<file path="config.mk">
export PLATFORM = sky130hd
export DESIGN_NAME = cond_exec_controller
export DESIGN_NICKNAME = d
export VERILOG_FILES = /design/src/rtl/cond_exec_controller.sv
export SDC_FILE = /design/constraint.sdc
export NUM_CORES = 1
export LEC_CHECK = 0
export ABC_AREA = 1
export CORE_UTILIZATION = 38
export CTS_CLUSTER_DIAMETER = 80
export DETAILED_ROUTE_END_ITERATION = 6
export PLACE_DENSITY_LB_ADDON = 0.3
export RECOVER_POWER = 25
export REMOVE_ABC_BUFFERS = 1
export SETUP_SLACK_MARGIN = 0.2
export SYNTH_ARGS = -nofsm -noshare
export SYNTH_HDL_FRONTEND = slang
export SYNTH_SLANG_ARGS = --single-unit
</file>
<file path="constraint.sdc">
create_clock -name clk -period 1.7 [get_ports clk]
set_clock_uncertainty 0.05 [all_clocks]
set_input_delay 0.17 -clock clk [delete_from_list [all_inputs] [get_ports clk]]
set_output_delay 0.17 -clock clk [all_outputs]
set_load 0.1 [all_outputs]
</file>
<file path="src/rtl/cond_exec_controller.sv">
// Conditional-execution sequencer at the ARM ID->EX boundary: owns {Z,C,N,V},
// tracks in-flight S instructions, stalls/issues/squashes, drives branch flush.
// Optional macro FLAG_FWD_EN: conditions evaluate flags returning in the same cycle.
module cond_exec_controller #(
  parameter int MAX_PENDING  = 2,
  parameter int FLUSH_CYCLES = 2
) (
  input  logic                               clk,
  input  logic                               rst,
  input  logic                               id_valid,
  input  logic [3:0]                         id_cond,
  input  logic                               id_set_flags,
  input  logic                               id_is_branch,
  input  logic                               ex_flags_valid,
  input  logic [3:0]                         ex_flags,
  output logic                               hazard_stall,
  output logic                               issue_valid,
  output logic                               issue_squash,
  output logic                               branch_flush,
  output logic [3:0]                         status_reg,
  output logic [$clog2(MAX_PENDING+1)-1:0]   pending_cnt,
  output logic                               flag_err
);

  localparam int PW = $clog2(MAX_PENDING + 1);
  localparam int FW = $clog2(FLUSH_CYCLES + 1);
  localparam logic [PW-1:0] PEND_MAX   = PW'(MAX_PENDING);
  localparam logic [PW-1:0] PEND_ONE   = PW'(1);
  localparam logic [FW-1:0] FLUSH_LOAD = FW'(FLUSH_CYCLES);
  localparam logic [FW-1:0] FLUSH_ONE  = FW'(1);

  typedef enum logic {
    RUN   = 1'b0,
    FLUSH = 1'b1
  } state_t;

  state_t        state, state_d;
  logic [FW-1:0] flush_cnt, flush_cnt_d;
  logic [PW-1:0] pending_d;
  logic [3:0]    eval_flags;
  logic          ev, is_al, fwd, cond_haz, lim_haz, pass;
  logic          inc, dec;

  // Flags are packed {Z,C,N,V}: bit 3 is Z, bit 0 is V.
  function automatic logic cond_pass(input logic [3:0] cond, input logic [3:0] flags);
    logic z, c, n, v, r;
    z = flags[3];
    c = flags[2];
    n = flags[1];
    v = flags[0];
    r = 1'b1;
    case (cond)
      4'b0000: r = z;
      4'b0001: r = ~z;
      4'b0010: r = c;
      4'b0011: r = ~c;
      4'b0100: r = n;
      4'b0101: r = ~n;
      4'b0110: r = v;
      4'b0111: r = ~v;
      4'b1000: r = c & ~z;
      4'b1001: r = ~c | z;
      4'b1010: r = (n == v);
      4'b1011: r = (n != v);
      4'b1100: r = ~z & (n == v);
      4'b1101: r = z | (n != v);
      default: r = 1'b1;
    endcase
    return r;
  endfunction

  // Issue decision: purely combinational so ID learns stall/issue/squash this cycle.
  // NOTE: every variable driven here gets a value on every path; a missing
  // assignment would infer a latch.
  always_comb begin
    ev    = id_valid && (state == RUN);
    is_al = &id_cond[3:1];
`ifdef FLAG_FWD_EN
    fwd   = ex_flags_valid && (pending_cnt == PEND_ONE);
`else
    fwd   = 1'b0;
`endif
    eval_flags   = fwd ? ex_flags : status_reg;
    cond_haz     = ev && !is_al && (pending_cnt != '0) && !fwd;
    lim_haz      = ev && id_set_flags && (pending_cnt == PEND_MAX) && !ex_flags_valid;
    hazard_stall = cond_haz || lim_haz;
    pass         = cond_pass(id_cond, eval_flags);
    issue_valid  = ev && !hazard_stall && pass;
    issue_squash = ev && !hazard_stall && !pass;
  end

  // Flush sequencing: counter counts FLUSH_CYCLES..1, one FLUSH cycle per value.
  always_comb begin
    state_d     = state;
    flush_cnt_d = flush_cnt;
    case (state)
      RUN: begin
        if (issue_valid && id_is_branch) begin
          state_d     = FLUSH;
          flush_cnt_d = FLUSH_LOAD;
        end
      end
      FLUSH: begin
        if (flush_cnt == FLUSH_ONE) begin
          state_d     = RUN;
          flush_cnt_d = '0;
        end else begin
          flush_cnt_d = flush_cnt - FLUSH_ONE;
        end
      end
      default: begin
        state_d     = RUN;
        flush_cnt_d = '0;
      end
    endcase
  end

  // NOTE: sequential state uses non-blocking assignments so every register
  // samples pre-edge values regardless of statement order.
  always_ff @(posedge clk) begin
    if (rst) begin
      state        <= RUN;
      flush_cnt    <= '0;
      branch_flush <= 1'b0;
    end else begin
      state        <= state_d;
      flush_cnt    <= flush_cnt_d;
      branch_flush <= (state_d == FLUSH);
    end
  end

  // Issue and return in the same cycle cancel; a stray return cannot underflow.
  always_comb begin
    inc = issue_valid && id_set_flags;
    dec = ex_flags_valid && (pending_cnt != '0);
    case ({inc, dec})
      2'b10:   pending_d = pending_cnt + PEND_ONE;
      2'b01:   pending_d = pending_cnt - PEND_ONE;
      default: pending_d = pending_cnt;
    endcase
  end

  always_ff @(posedge clk) begin
    if (rst) begin
      status_reg  <= '0;
      pending_cnt <= '0;
      flag_err    <= 1'b0;
    end else begin
      pending_cnt <= pending_d;
      if (ex_flags_valid) begin
        status_reg <= ex_flags;
        if (pending_cnt == '0) flag_err <= 1'b1;
      end
    end
  end

endmodule
</file>
==> results by group, run 1 <==
Clock tree
  – CTS Buf Count: 3
  – Deepest clock path buffer count: 2
  – Hold buffers post-CTS: 0
  – TritonCTS sink count: 10
  – CTS root buf: clkbuf_4
  – H-tree depth: 1

Place
  – PortBufs: 24
  – DP Wirelength: roughly 1.8 mm
  – Gpl congestion: approximately 0.96

Global routing
  – Initial antenna violation count: 2
  – Largest net degree at the start of global routing: 9

Logic synthesis
  – Post-synthesis sequential area ratio: 29.68%
  – Cell count after synthesis: 109
  – Mapped Avg Cell Area: around 6.2 sq um
  – FF+latch count, synth: 10
  – Yosys top cell area share: just under 30%
  – Top post-synthesis cells by area: dfxtp_1 30%, nand2_1 14%, nor2_1 8.9%
  – Yosys warns: 0
  – Largest area contributor in the netlist: dfxtp_1
  – Distinct cells, synth: 15
  – Mapped Area: 674.4 sq um

Floorplanning
  – Die Y: approximately 44 um
  – Ports: 25
  – # rows: 14
  – Initial Util: between 40% and 50%
  – Chip width: 44.13 um

STA
  – GR repair worst EP: pending_cnt[1]$_SDFFE_PP0P_/D
  – Worst endpoint type: register input

Run status
  – Halt Stage: 5_1_grt
  – Status: aborted with a tool error
  – Err: [ERROR DPL-0033] detailed placement checks failed during check placement.
cell families after synthesis:
logic type	share of synthesized area, %
DFF	29.68
buffers and inverters	9.462
AOI/OAI and AO/OA	17.25
adders and majority gates	3.710
and+or+nand+nor	39.89
per-stage QoR:
stage	setup slack, ps	hold slack [ps]	util (%)	instances	cell area [sq um]
after global placement	-587.9	412.4	78.17	174	1232
after CTS	-156.5	384.3	89.52	185	1411
after floorplan	-1856	189.1	-	109	674.4
after detailed placement	-717.5	423.0	78.17	174	1232
repair_timing:
item / 4_1_cts
gates resized for setup: 41
gates cloned: 0
endpoints found under the hold margin: 0
setup buffers: 7
endpoints found under the setup margin: 8
pin swaps: 11
synth_stat cells, drive strengths merged:
cell type / instances
inv: 17
nand2: 28
nor3: 1
dfxtp: 10
a21oi: 14
nor2: 20
or2: 1
o21ai: 7
ha: 2
nand3: 9
==> run 2, diff against run 1 <==
--- a/config.mk
+++ b/config.mk
@@ -6,13 +6,12 @@
 export NUM_CORES = 1
 export LEC_CHECK = 0
 export ABC_AREA = 1
-export CORE_UTILIZATION = 38
-export CTS_CLUSTER_DIAMETER = 80
+export CORE_AREA = 2 2 63 65
 export DETAILED_ROUTE_END_ITERATION = 6
-export PLACE_DENSITY_LB_ADDON = 0.3
+export DIE_AREA = 0 0 65 67
+export PLACE_DENSITY_LB_ADDON = 0.15
 export RECOVER_POWER = 25
 export REMOVE_ABC_BUFFERS = 1
-export SETUP_SLACK_MARGIN = 0.2
 export SYNTH_ARGS = -nofsm -noshare
 export SYNTH_HDL_FRONTEND = slang
 export SYNTH_SLANG_ARGS = --single-unit
==> constraint.sdc (replaced) <==
create_clock -name clk -period 2.2 [get_ports clk]
set_clock_uncertainty 0.05 [all_clocks]
set_input_delay 0.22 -clock clk [delete_from_list [all_inputs] [get_ports clk]]
set_output_delay 0.22 -clock clk [all_outputs]
set_load 0.1 [all_outputs]
==> run 2 against run 1 <==
The flow now finishes without violations. Synthesized area unchanged. Synthesized cell count unchanged.
==> results by group, run 2 <==
Power
  – Sequential Power Share: 25.2%
  – Peak supply drop: around 320 uV
  – Net Sw Frac: 42.82%
  – Comb pwr share: a little under half
  – Leakage: ~0.57 nW
  – Sw power: 0.3709 mW
  – Internal Power: roughly 0.5 mW
  – PnR Total Power: just under 0.9 mW
  – Clock power frac: between 20% and 30%
  – PwrDens: around 760 nW/um^2

Logic synthesis
  – Most common cell in the synthesized netlist: nand2_1 (unchanged)
  – EDFF count, synth: 0 (unchanged)
  – Top post-synthesis cells by area: dfxtp_1 30%, nand2_1 14%, nor2_1 8.9% (unchanged)
  – Mapped Avg Cell Area: 6.187 sq um (unchanged)
  – Post-synthesis sequential area ratio: 29.68% (unchanged)
  – Primary FF master, synth: dfxtp_1 (unchanged)
  – Mapped Area: 674.4 sq um (unchanged)
  – Largest area contributor in the netlist: dfxtp_1 (unchanged)
  – Async SR Flop Fraction: 0% (unchanged)
  – Yosys warns: 0 (unchanged)
  – FF+latch count, synth: 10 (unchanged)
  – Post-synth top cells: 25 x nand2_1, 16 x nor2_1, 15 x inv_1 (unchanged)
  – Yosys top cell area share: 29.68% (unchanged)
  – Distinct cells, synth: 15 (unchanged)
  – Cell count after synthesis: 109 (unchanged)

Floorplanning
  – Core Footprint: between 3000 and 4000 sq um
  – # rows: 22 (was 14)
  – Initial Util: 18.70% (was 42.78%)
  – Ports: 25 (unchanged)
  – Die Y: 67 um (was 44.13 um)
  – Chip width: 65 um (was 44.13 um)
  – DIE AREA: approximately 4400 sq um

Layout
  – Area Overhead vs Synth: 69.02%
  – Most common cell after layout, fill and taps aside: nand2_1
  – Most frequent cells in the layout: 24 x nand2_1, 18 x buf_4, 15 x inv_1
  – Antenna diodes: 0
  – Final Core Density: between 30% and 40%
  – Max reg flops: 4
  – Total Nets Final: roughly 170
  – Share of layout cells above drive strength 1: 29.33%

Clock tree
  – TritonCTS sink count: 10 (unchanged)
  – Hold buffers post-CTS: 0 (unchanged)
  – H-tree depth: 1 (unchanged)
  – CTS root buf: clkbuf_8 (was clkbuf_4)
  – Skew-Pair Late Insertion Delay: approximately 240 ps
  – CTS Buf Count: 3 (unchanged)
  – Worst-path clk slew: approximately 50 ps
  – Deepest clock path buffer count: 2 (unchanged)
  – CTS tree: built

STA
  – RSZ-0062 raised after global routing: no
  – Slew @ Worst Pin: between 1000 and 1500 ps
  – Slew HR: 23.03%
  – Min Tclk post-route: 1969 ps
  – Finish-stage setup viols: 0
  – Final Max Slew Viols: 0
  – Final hold violations: 0
  – Fmax: about 510 MHz
  – Tcrit/Tclk final: around nine tenths

Drt
  – First-pass DRT Iterations: 4
  – DRC violations left: 0
  – Final ANT Viol Nets: 0
  – Drt via density: approximately 4.0
  – Vias: 799
  – Final WL: approximately 1.9 mm
  – WL/cell: between 9 and 10 um
  – Initial drt markers: 13

Worst setup path
  – Critical Path Source: ex_flags_valid
  – Worst-path maximum fanout: 3
  – Setup crit start kind: primary input
  – Worst R2R Setup Slack: about 250 ps
  – Crit Path Category: primary input to register
  – Setup crit end kind: register
  – R2R Path End: pending_cnt[1]
  – Worst EP arrival: 2090 ps
  – Required @ worst endpoint: ~2300 ps
  – Reg2Reg Depth: 13
  – Worst Setup EP: pending_cnt[1]
  – Reg2reg start: status_reg[1]

Global routing
  – Gr ovfl total: 0
  – GR Util All Layers: under 10%
  – Initial antenna violation count: 0
  – Largest net degree at the start of global routing: 10
  – First-pass GRT wire length: roughly 3.2 mm
  – Vias in the first global route: approximately 790

Place
  – DP Wirelength: 1.524 mm (was 1.834 mm)
  – Gpl congestion: 0.7933 (was 0.9562)
  – PortBufs: 24 (unchanged)

Run
  – Max cap viols: 0

Run status
  – Status: completed (was aborted with a tool error)

Hold path
  – Hold Crit Class: register to register
[run 2: cell counts after synthesis]
No cell type changed its count.
[run 2: kinds of logic (layout without fill, tap and decap cells)]
family	after synthesis	after routing	share of synthesized area, %
buffers and inverters	17	58	9.462
AOI/OAI and AO/OA	21	21	17.25
and+or+nand+nor	59	59	39.89
DFF	10	10	29.68
adders and majority gates	2	2	3.710
[run 2: cell type report]
cell class	count	area, sq um
repair buffers	37	342.8
multi-input cells	82	417.9
clock buffers	4	55.05
flip-flops and latches	10	200.2
well taps	48	60.06
fillers	406	2466
inverters	17	63.81
[run 2: worst min-delay path by stage]
| stage | startpoint | endpoint | cells after the start |
|---|---|---|---|
| after floorplan | rst | state | 1 |
| after global placement | flush_cnt[0] | flush_cnt[0] | 1 |
| after detailed placement | flush_cnt[0] | flush_cnt[0] | 1 |
| after CTS | flush_cnt[0] | flush_cnt[0] | 1 |
| after global routing | flush_cnt[0] | flush_cnt[0] | 1 |
| final | flag_err | flag_err | 2 |
[run 2: power groups by stage]
stage | Sequential [mW] | Clock, mW | Combinational (mW)
finish | 0.218 | 0.234 | 0.415
global route | 0.222 | 0.254 | 0.444
CTS | 0.218 | 0.242 | 0.418
detailed placement | 0.222 | 0 | 0.417
global placement | 0.222 | 0 | 0.416
floorplan | 0.326 | 0 | 0.168
[run 2: per-layer routing]
layer  track usage, %  share of wire, %
met2            15.21                45
met4            4.787               1.4
met3            2.365               6.1
met1            11.93                47
met5                0                 0
[run 2: timing repair]
action | CTS | global route
setup buffers | 0 | 1
gates cloned | 0 | 0
endpoints found under the setup margin | 1 | 4
resized for setup | 1 | 6
pin swaps | 0 | 1
[run 2: stage by stage]
| stage | TNS [ps] | hold slack, ps | instances | cell area [sq um] | worst slack, ps |
|---|---|---|---|---|---|
| global route | 0 | 443.7 | 198 | 1140 | 37.90 |
| CTS | 0 | 425.4 | 197 | 1129 | 17.26 |
| finish | 0 | 422.3 | 198 | 1140 | 231.4 |
| global placement | -144.9 | 410.6 | 193 | 1075 | -136.3 |
| floorplan | -5273 | 239.1 | 109 | 674.4 | -1406 |
| detailed placement | -248.4 | 413.3 | 193 | 1075 | -199.7 |
[run 2: worst max-delay path, cell delays in order]
cell and delay (ps):
clkdlybuf4s50_1 490, nor2_1 60, a21oi_2 150, nor2_1 60, nor2_2 120, inv_1 70
a21oi_2 120, nand2_1 70, ha_1 280, inv_1 80, nand2_1 70, nor2_2 90
o21ai_0 80, a21oi_1 110
(Power assumes the default switching activity.)
